## src/rtl/coin_acceptor.sv

```systemverilog
// coin_acceptor: coin-slot sensor -> 2-flop sync -> debounce -> width measure -> coin code.
// Latency: coin/reject pulse DEB_CYCLES+3 edges after coin_sense is first sampled low.
// No backpressure. `define COIN_ACCEPTOR_TALLY_EN adds the saturating coin_total counter.
module coin_acceptor #(
   parameter int unsigned DEB_CYCLES = 4,
   parameter int unsigned NICKEL_MIN = 8,
   parameter int unsigned NICKEL_MAX = 15,
   parameter int unsigned DIME_MIN   = 16,
   parameter int unsigned DIME_MAX   = 31,
   parameter int unsigned JAM_CYCLES = 64,
   parameter int unsigned CNT_W      = 8
) (
   input  logic       clk,
   input  logic       rst,
   input  logic       coin_sense,
   input  logic       jam_clr,
   output logic [1:0] coin,
   output logic       reject,
`ifdef COIN_ACCEPTOR_TALLY_EN
   output logic       jam,
   output logic [7:0] coin_total
`else
   output logic       jam
`endif
);
   localparam int unsigned DW = $clog2(DEB_CYCLES + 1);

   typedef enum logic [1:0] {ST_IDLE, ST_MEASURE, ST_JAM} state_t;

   logic             s1, s2, deb;
   logic [DW-1:0]    deb_cnt;
   state_t           state, state_nxt;
   logic [CNT_W-1:0] width, width_nxt;
   logic [1:0]       coin_nxt;
   logic             reject_nxt, jam_nxt;

   always_ff @(posedge clk or negedge rst) begin
      if (!rst) begin
         s1 <= 1'b0;
         s2 <= 1'b0;
      end else begin
         s1 <= coin_sense;
         s2 <= s1;
      end
   end

   // Rising and falling paths share this counter, so measured width equals raw high time.
   always_ff @(posedge clk or negedge rst) begin
      if (!rst) begin
         deb     <= 1'b0;
         deb_cnt <= '0;
      end else if (s2 == deb) begin
         deb_cnt <= '0;
      end else if (deb_cnt == DW'(DEB_CYCLES - 1)) begin
         deb     <= ~deb;
         deb_cnt <= '0;
      end else begin
         deb_cnt <= deb_cnt + DW'(1);
      end
   end

   always_comb begin
      state_nxt  = state;
      width_nxt  = width;
      coin_nxt   = 2'b00;
      reject_nxt = 1'b0;
      case (state)
         ST_IDLE: begin
            if (deb) begin
               state_nxt = ST_MEASURE;
               width_nxt = CNT_W'(1);
            end
         end
         ST_MEASURE: begin
            if (!deb) begin
               state_nxt = ST_IDLE;
               if (width >= CNT_W'(NICKEL_MIN) && width <= CNT_W'(NICKEL_MAX))
                  coin_nxt = 2'b01;
               else if (width >= CNT_W'(DIME_MIN) && width <= CNT_W'(DIME_MAX))
                  coin_nxt = 2'b10;
               else
                  reject_nxt = 1'b1;
            end else begin
               width_nxt = width + CNT_W'(1);
               if (width == CNT_W'(JAM_CYCLES - 1))
                  state_nxt = ST_JAM;
            end
         end
         ST_JAM: begin
            if (jam_clr && !deb)
               state_nxt = ST_IDLE;
         end
         default: state_nxt = ST_IDLE;
      endcase
      jam_nxt = (state_nxt == ST_JAM);
   end

   always_ff @(posedge clk or negedge rst) begin
      if (!rst) begin
         state  <= ST_IDLE;
         width  <= '0;
         coin   <= 2'b00;
         reject <= 1'b0;
         jam    <= 1'b0;
      end else begin
         state  <= state_nxt;
         width  <= width_nxt;
         coin   <= coin_nxt;
         reject <= reject_nxt;
         jam    <= jam_nxt;
      end
   end

`ifdef COIN_ACCEPTOR_TALLY_EN
   always_ff @(posedge clk or negedge rst) begin
      if (!rst)
         coin_total <= 8'd0;
      else if (coin != 2'b00 && coin_total != 8'hFF)
         coin_total <= coin_total + 8'd1;
   end
`endif

endmodule
```

## config.mk

```make
export PLATFORM = sky130hd
export DESIGN_NAME = coin_acceptor
export DESIGN_NICKNAME = d
export VERILOG_FILES = /design/src/rtl/coin_acceptor.sv
export SDC_FILE = /design/constraint.sdc
export NUM_CORES = 1
export LEC_CHECK = 0
export ABC_AREA = 1
export CORE_MARGIN = 2
export CORE_UTILIZATION = 45
export DETAILED_ROUTE_END_ITERATION = 10
export GPL_TIMING_DRIVEN = 0
export PLACE_DENSITY = 0.66
export SLEW_MARGIN = 20
export SYNTH_ARGS = -nofsm -noshare
export SYNTH_HDL_FRONTEND = slang
export SYNTH_SLANG_ARGS = --single-unit
export TNS_END_PERCENT = 1
```

## constraint.sdc

```tcl
create_clock -name clk -period 2.29 [get_ports clk]
set_input_delay 0.229 -clock clk [delete_from_list [all_inputs] [get_ports clk]]
set_output_delay 0.229 -clock clk [all_outputs]
set_load 0.02 [all_outputs]
```

==> run_results.csv, run 1 <==
group,metric,value,unit
outcome,outcome,"finished clean",
yosys,postSynthCellCount,112,
clock_network,root_buffer,"clkbuf_4",
yosys,yosys.area.top_type_share,52.9,%
floorplan,start_util,47.7,%
clock_network,numCtsBuffers,3,
timing,period_share,64.0,%
yosys,synth_common_cells,"nand2_1, dfrtp_1, inv_1",
global_routing,grt_max_degree,21,
global_routing,antenna_found_initial,0,
clock_network,clk_path_buf_depth,2,
placement,io_buffers,7,
timing,setup_tns,0,ns
timing,hold_viol,0,
yosys,yosysSeqAreaShare,52.9,%
clock_network,post_cts_resized,0,
worst_setup_path,cp_max_fo,1,
worst_setup_path,end_kind,"output port",
yosys,syn_area,946,sq um
route,drt-total-wl,1.52,mm
worst_setup_path,crit_start,"jam",
worst_setup_path,crit_type,"flip-flop to output port",
pwr,peakVddDrop,0.557,mV
timing,setup_viol,0,
clock_network,tritoncts,"built",
global_routing,grt_use_total,14.1,%
timing,drv_slew,0,
placement,dpl.cell_count,146,
clock_network,ctsHtreeMaxLevel,1,
placement,hpwl,1.14,mm
route,highest_layer,"met4",
clock_network,clock_latency,0.30,ns
yosys,ys_ff_latch,20,
route,dr.pass1.iters,4,
route,met1_length,772,um
floorplan,core,1980,sq um
worst_hold_path,min_path_type,"primary input to flip-flop",
global_routing,overflow,0,
yosys,synth_most_common_cell,"nand2_1",
route,drcViolationCount,0,
yosys,synth_cell_types,18,
floorplan,rows,16,
worst_setup_path,timing.rr.start,"width[0]",
clock_network,clkSinkCount,20,
worst_setup_path,critPathTopFamily,"buffers and inverters",
yosys,yosysTopAreaCell,"dfrtp_1",
clock_network,postCtsSetupRepairBufs,0,
timing,setup_slack,0.825,ns
placement,gp_congestion,0.737,
route,wl_met2,687,um
timing,skew,0.00172,ns
worst_hold_path,hp-start,"coin_sense",
floorplan,die_y,49.8,um
pwr,p_per_area,931,nW/um^2
global_routing,grt_pass1_wl,2.65,mm
yosys,ys_top_cells_by_area,"dfrtp_1, nand2_1, inv_1, nor2_1, nand3_1",
finish,final_cells,150,
route,wire_per_inst,10.1,um
worst_setup_path,arrival,1.24,ns
worst_setup_path,startpoint_type,"flip-flop",
yosys,syn_nets,119,
worst_setup_path,worstPathRequired,2.06,ns
route,ant_nets,0,
timing,min_period,1.46,ns
route,vias,694,
clock_network,holdBufCountCts,0,
pwr,p_leak,0.000522,uW
placement,preCtsSetupSlack,0.921,ns
global_routing,grt_pass1_vias,624,
finish,drive_gt1_share,9.76,%
floorplan,pin_count,8,
worst_setup_path,cp_slowest_stage_delay,0.60,ns
route,vias_per_cell,4.63,
finish,n_antenna_cell,0,
timing,fmax,683,MHz
timing,worst_slew_pin_slew,0.888,ns
timing,whs,0.355,ns
worst_setup_path,crit_buf_inv,1,
yosys,synth_flop_cell,"dfrtp_1",
yosys,synth_area_per_cell,8.45,sq um
finish,area_delta_synth_final,16.5,%
floorplan,die-area,2480,sq um
clock_network,clk_pin_slew_worst_paths,0.11,ns
finish,fin_nets,131,
yosys,async_flop_share,100,%
route,first_iter_violations,5,
yosys,synth_edf_count,0,
timing,rsz0062_at_grt,"false",
placement,placed_cell_area,1050,sq um
yosys,yosysWarnings,0,
flow_run,drv_cap,0,
route,wl_met3,31,um
floorplan,die_w,49.8,um
worst_setup_path,worst_path_max_delay_cell,"clkdlybuf4s50_1",
finish,fin_area,1100,sq um
timing,relSlewSlack,40.6,%
worst_setup_path,cp_cell_sequence,"clkdlybuf4s50_1",
[flip-flops by register name, summed over array words and instances, names as in the netlist]
name	count
width	8
deb_cnt	3
deb	1
state	2
s1	1
reject	1
s2	1
jam	1
coin	2
[final cells by class]
type,count,area [sq um]
fillers,177,880
flip-flops and latches,20,500
multi-input cells,74,378
repair buffers,7,70.1
inverters,18,67.6
well taps,27,33.8
clock inverters,1,30.0
clock buffers,3,22.5
[routing by layer]
layer | track usage [%] | up-vias
li1 | - | 365
met1 | 19.6 | 318
met2 | 21.6 | 7
met3 | 1.82 | 4
met4 | 6.94 | 0
met5 | 0 | -
[power breakdown]
group          total, uW  internal [uW]  leakage (uW)  switching (uW)
clock                283            177     0.0000279             106
sequential           472            415      0.000265            57.0
combinational        271            100      0.000229             171
[cell usage in the layout, fill, tap and decap left out]
cell             synthesis  routed
a21boi_1                 2       2
bufinv_16                0       1
clkbuf_4                 0       3
clkdlybuf4s50_1          0       7
dfrtp_1                 20      20
ha_1                     3       3
inv_1                   17      17
inv_2                    1       1
nand2_1                 30      30
nand2_2                  1       1
nand3_1                  8       8
nand3_2                  1       1
nand4_1                  1       1
nor2_1                  12      12
nor2_2                   3       3
nor2_4                   2       2
nor3_1                   4       4
o21ai_0                  3       3
o21ai_1                  1       1
o22ai_1                  1       1
xnor2_1                  2       2
[through the flow]
| stage | util [%] | total power, uW |
|---|---|---|
| after floorplan | - | 672 |
| after global placement | 53.0 | 739 |
| after detailed placement | 53.0 | 755 |
| after CTS | 55.6 | 1040 |
| after global routing | 55.6 | 1100 |
| final | 55.6 | 1030 |
[cell families after synthesis]
| logic type | share of synthesized area (%) |
|---|---|
| XOR/XNOR | 1.85 |
| AND/OR/NAND/NOR | 29.8 |
| flip-flops | 52.9 |
| AO/OA/AOI/OAI | 4.36 |
| buffers and inverters | 7.14 |
| adder cells (fa/ha/maj) | 3.97 |
[path summary, 6_finish.rpt]
kind	end	slack, ns	cells after the start
min	s1	0.36	1
max reg2reg	state[1]	1.04	5
max	jam	0.83	1
max in group asynchronous	state[0]	1.33	1
min in group asynchronous	reject	0.42	1
min reg2reg	s2	0.37	0
(Power assumes the default switching activity.)
==> run 2: changes to the inputs <==
==> constraint.sdc (replaced) <==
create_clock -name clk -period 1.4 [get_ports clk]
set_input_delay 0.14 -clock clk [delete_from_list [all_inputs] [get_ports clk]]
set_output_delay 0.14 -clock clk [all_outputs]
set_load 0.02 [all_outputs]
==> run_results.csv, run 2 (synthesis results as in run 1) <==
group,metric,value,unit
outcome,outcome,"finished clean",
finish,largest_reg_flops,8,
clock_network,clk_pin_slew_worst_paths,0.11,ns
finish,top_regs,"width (8), deb_cnt (3)",
worst_setup_path,cp_max_fo,1,
worst_setup_path,arrival,1.22,ns
worst_setup_path,timing.rr.start,"width[0]",
floorplan,rows,16,
clock_network,clkSinkCount,20,
worst_setup_path,critPathTopFamily,"buffers and inverters",
route,dr.pass1.iters,4,
flow_run,drv_cap,0,
placement,hpwl,1.14,mm
finish,largest-register,"width",
route,ant_nets,0,
global_routing,grt_max_degree,21,
timing,period_share,97.1,%
route,drt-total-wl,1.53,mm
floorplan,core,1980,sq um
worst_hold_path,min_path_type,"primary input to flip-flop",
worst_setup_path,crit_buf_inv,1,
clock_network,numCtsBuffers,3,
finish,n_antenna_cell,0,
floorplan,die-area,2480,sq um
finish,fin_nets,131,
timing,hold_viol,0,
worst_setup_path,r2r_end,"state[1]",
worst_setup_path,r2r_slack,0.15,ns
global_routing,grt_use_total,14.1,%
worst_setup_path,worstPathRequired,1.26,ns
clock_network,holdBufCountCts,0,
timing,setup_viol,0,
clock_network,clk_path_buf_depth,2,
worst_hold_path,hp-start,"coin_sense",
clock_network,postCtsSetupRepairBufs,0,
placement,gp_congestion,0.737,
clock_network,clock_latency,0.30,ns
timing,setup_tns,0,ns
worst_setup_path,crit_type,"flip-flop to output port",
route,vias,697,
global_routing,antenna_found_initial,0,
finish,drive_gt1_share,9.76,%
worst_setup_path,cp.depth,1,
clock_network,tritoncts,"built",
global_routing,grt_pass1_wl,2.65,mm
clock_network,post_cts_resized,0,
timing,rsz0062_at_grt,"false",
clock_network,root_buffer,"clkbuf_4",
pwr,p_per_area,1510,nW/um^2
worst_setup_path,r2r_cells,5,
timing,relSlewSlack,40.6,%
worst_setup_path,cp_cell_sequence,"clkdlybuf4s50_1",
worst_setup_path,startpoint_type,"flip-flop",
floorplan,start_util,47.7,%
timing,fmax,736,MHz
placement,io_buffers,7,
worst_hold_path,hold_path_depth,1,
route,wire_per_inst,10.2,um
pwr,p_leak,0.000574,uW
floorplan,die_y,49.8,um
clock_network,ctsHtreeMaxLevel,1,
timing,min_period,1.36,ns
timing,worst_slew_pin_slew,0.888,ns
worst_setup_path,end_kind,"output port",
floorplan,pin_count,8,
timing,drv_slew,0,
finish,most-common-layout-cells,"nand2_1, dfrtp_1, inv_1",
worst_hold_path,whs_endpoint,"s1",
floorplan,die_w,49.8,um
worst_setup_path,worst_path_max_delay_cell,"clkdlybuf4s50_1",
worst_setup_path,cp_slowest_stage_delay,0.59,ns
route,vias_per_cell,4.65,
finish,final_util,56.0,%
pwr,peakVddDrop,0.908,mV
finish,area_delta_synth_final,17.3,%
route,first_iter_violations,7,
global_routing,overflow,0,
timing,skew,0.00282,ns
finish,final_common_cell,"nand2_1",
global_routing,grt_pass1_vias,624,
route,drcViolationCount,0,
==> run 2: cell count changes in the layout (fill, tap and decap cells not counted) <==
cell / delta
clkdlybuf4s50_1: -3
dlymetal6s2s_1: +3
==> run 2: cell type report <==
| class | count | area (sq um) |
|---|---|---|
| repair buffers | 7 | 77.6 |
| flip-flops and latches | 20 | 500 |
| clock buffers | 3 | 22.5 |
| clock inverters | 1 | 30.0 |
| multi-input cells | 74 | 378 |
| well taps | 27 | 33.8 |
| fillers | 175 | 872 |
| inverters | 18 | 67.6 |
==> run 2: metal layers <==
| metal | GRT usage, % | vias up | part of all wire, % |
|---|---|---|---|
| met5 | 0 | - | 0 |
| met4 | 6.94 | 0 | 1.7 |
| met3 | 1.82 | 4 | 2.4 |
| met2 | 21.6 | 7 | 45 |
| met1 | 19.6 | 321 | 50 |
| li1 | - | 365 | - |
==> run 2: where the power goes <==
| part | internal, uW | switching, uW |
|---|---|---|
| combinational | 161 | 280 |
| clock | 289 | 173 |
| sequential | 679 | 93.2 |
==> run 2: how the worst max path moves through the flow <==
| stage | from | endpoint | slack, ns |
|---|---|---|---|
| floorplan | width[0] | jam | 0.31 |
| global route | coin[0] | coin[0] | 0.005 |
| CTS | coin[1] | coin[1] | 0.009 |
| finish | coin[0] | coin[0] | 0.04 |
| detailed placement | rst | state[0] | 0.12 |
| global placement | rst | width[6] | 0.11 |
==> run 2: metrics by stage <==
stage          cells  area, sq um  setup slack, ns  total power, uW  hold WS [ns]
2_1_floorplan    112          946            0.311             1100        -0.156
3_3_place_gp     146         1050            0.110             1210         0.339
3_5_place_dp     146         1050            0.120             1230         0.350
4_1_cts          150         1100          0.00871             1700         0.258
5_1_grt          150         1110          0.00521             1800         0.264
6_report         150         1110           0.0411             1680         0.266
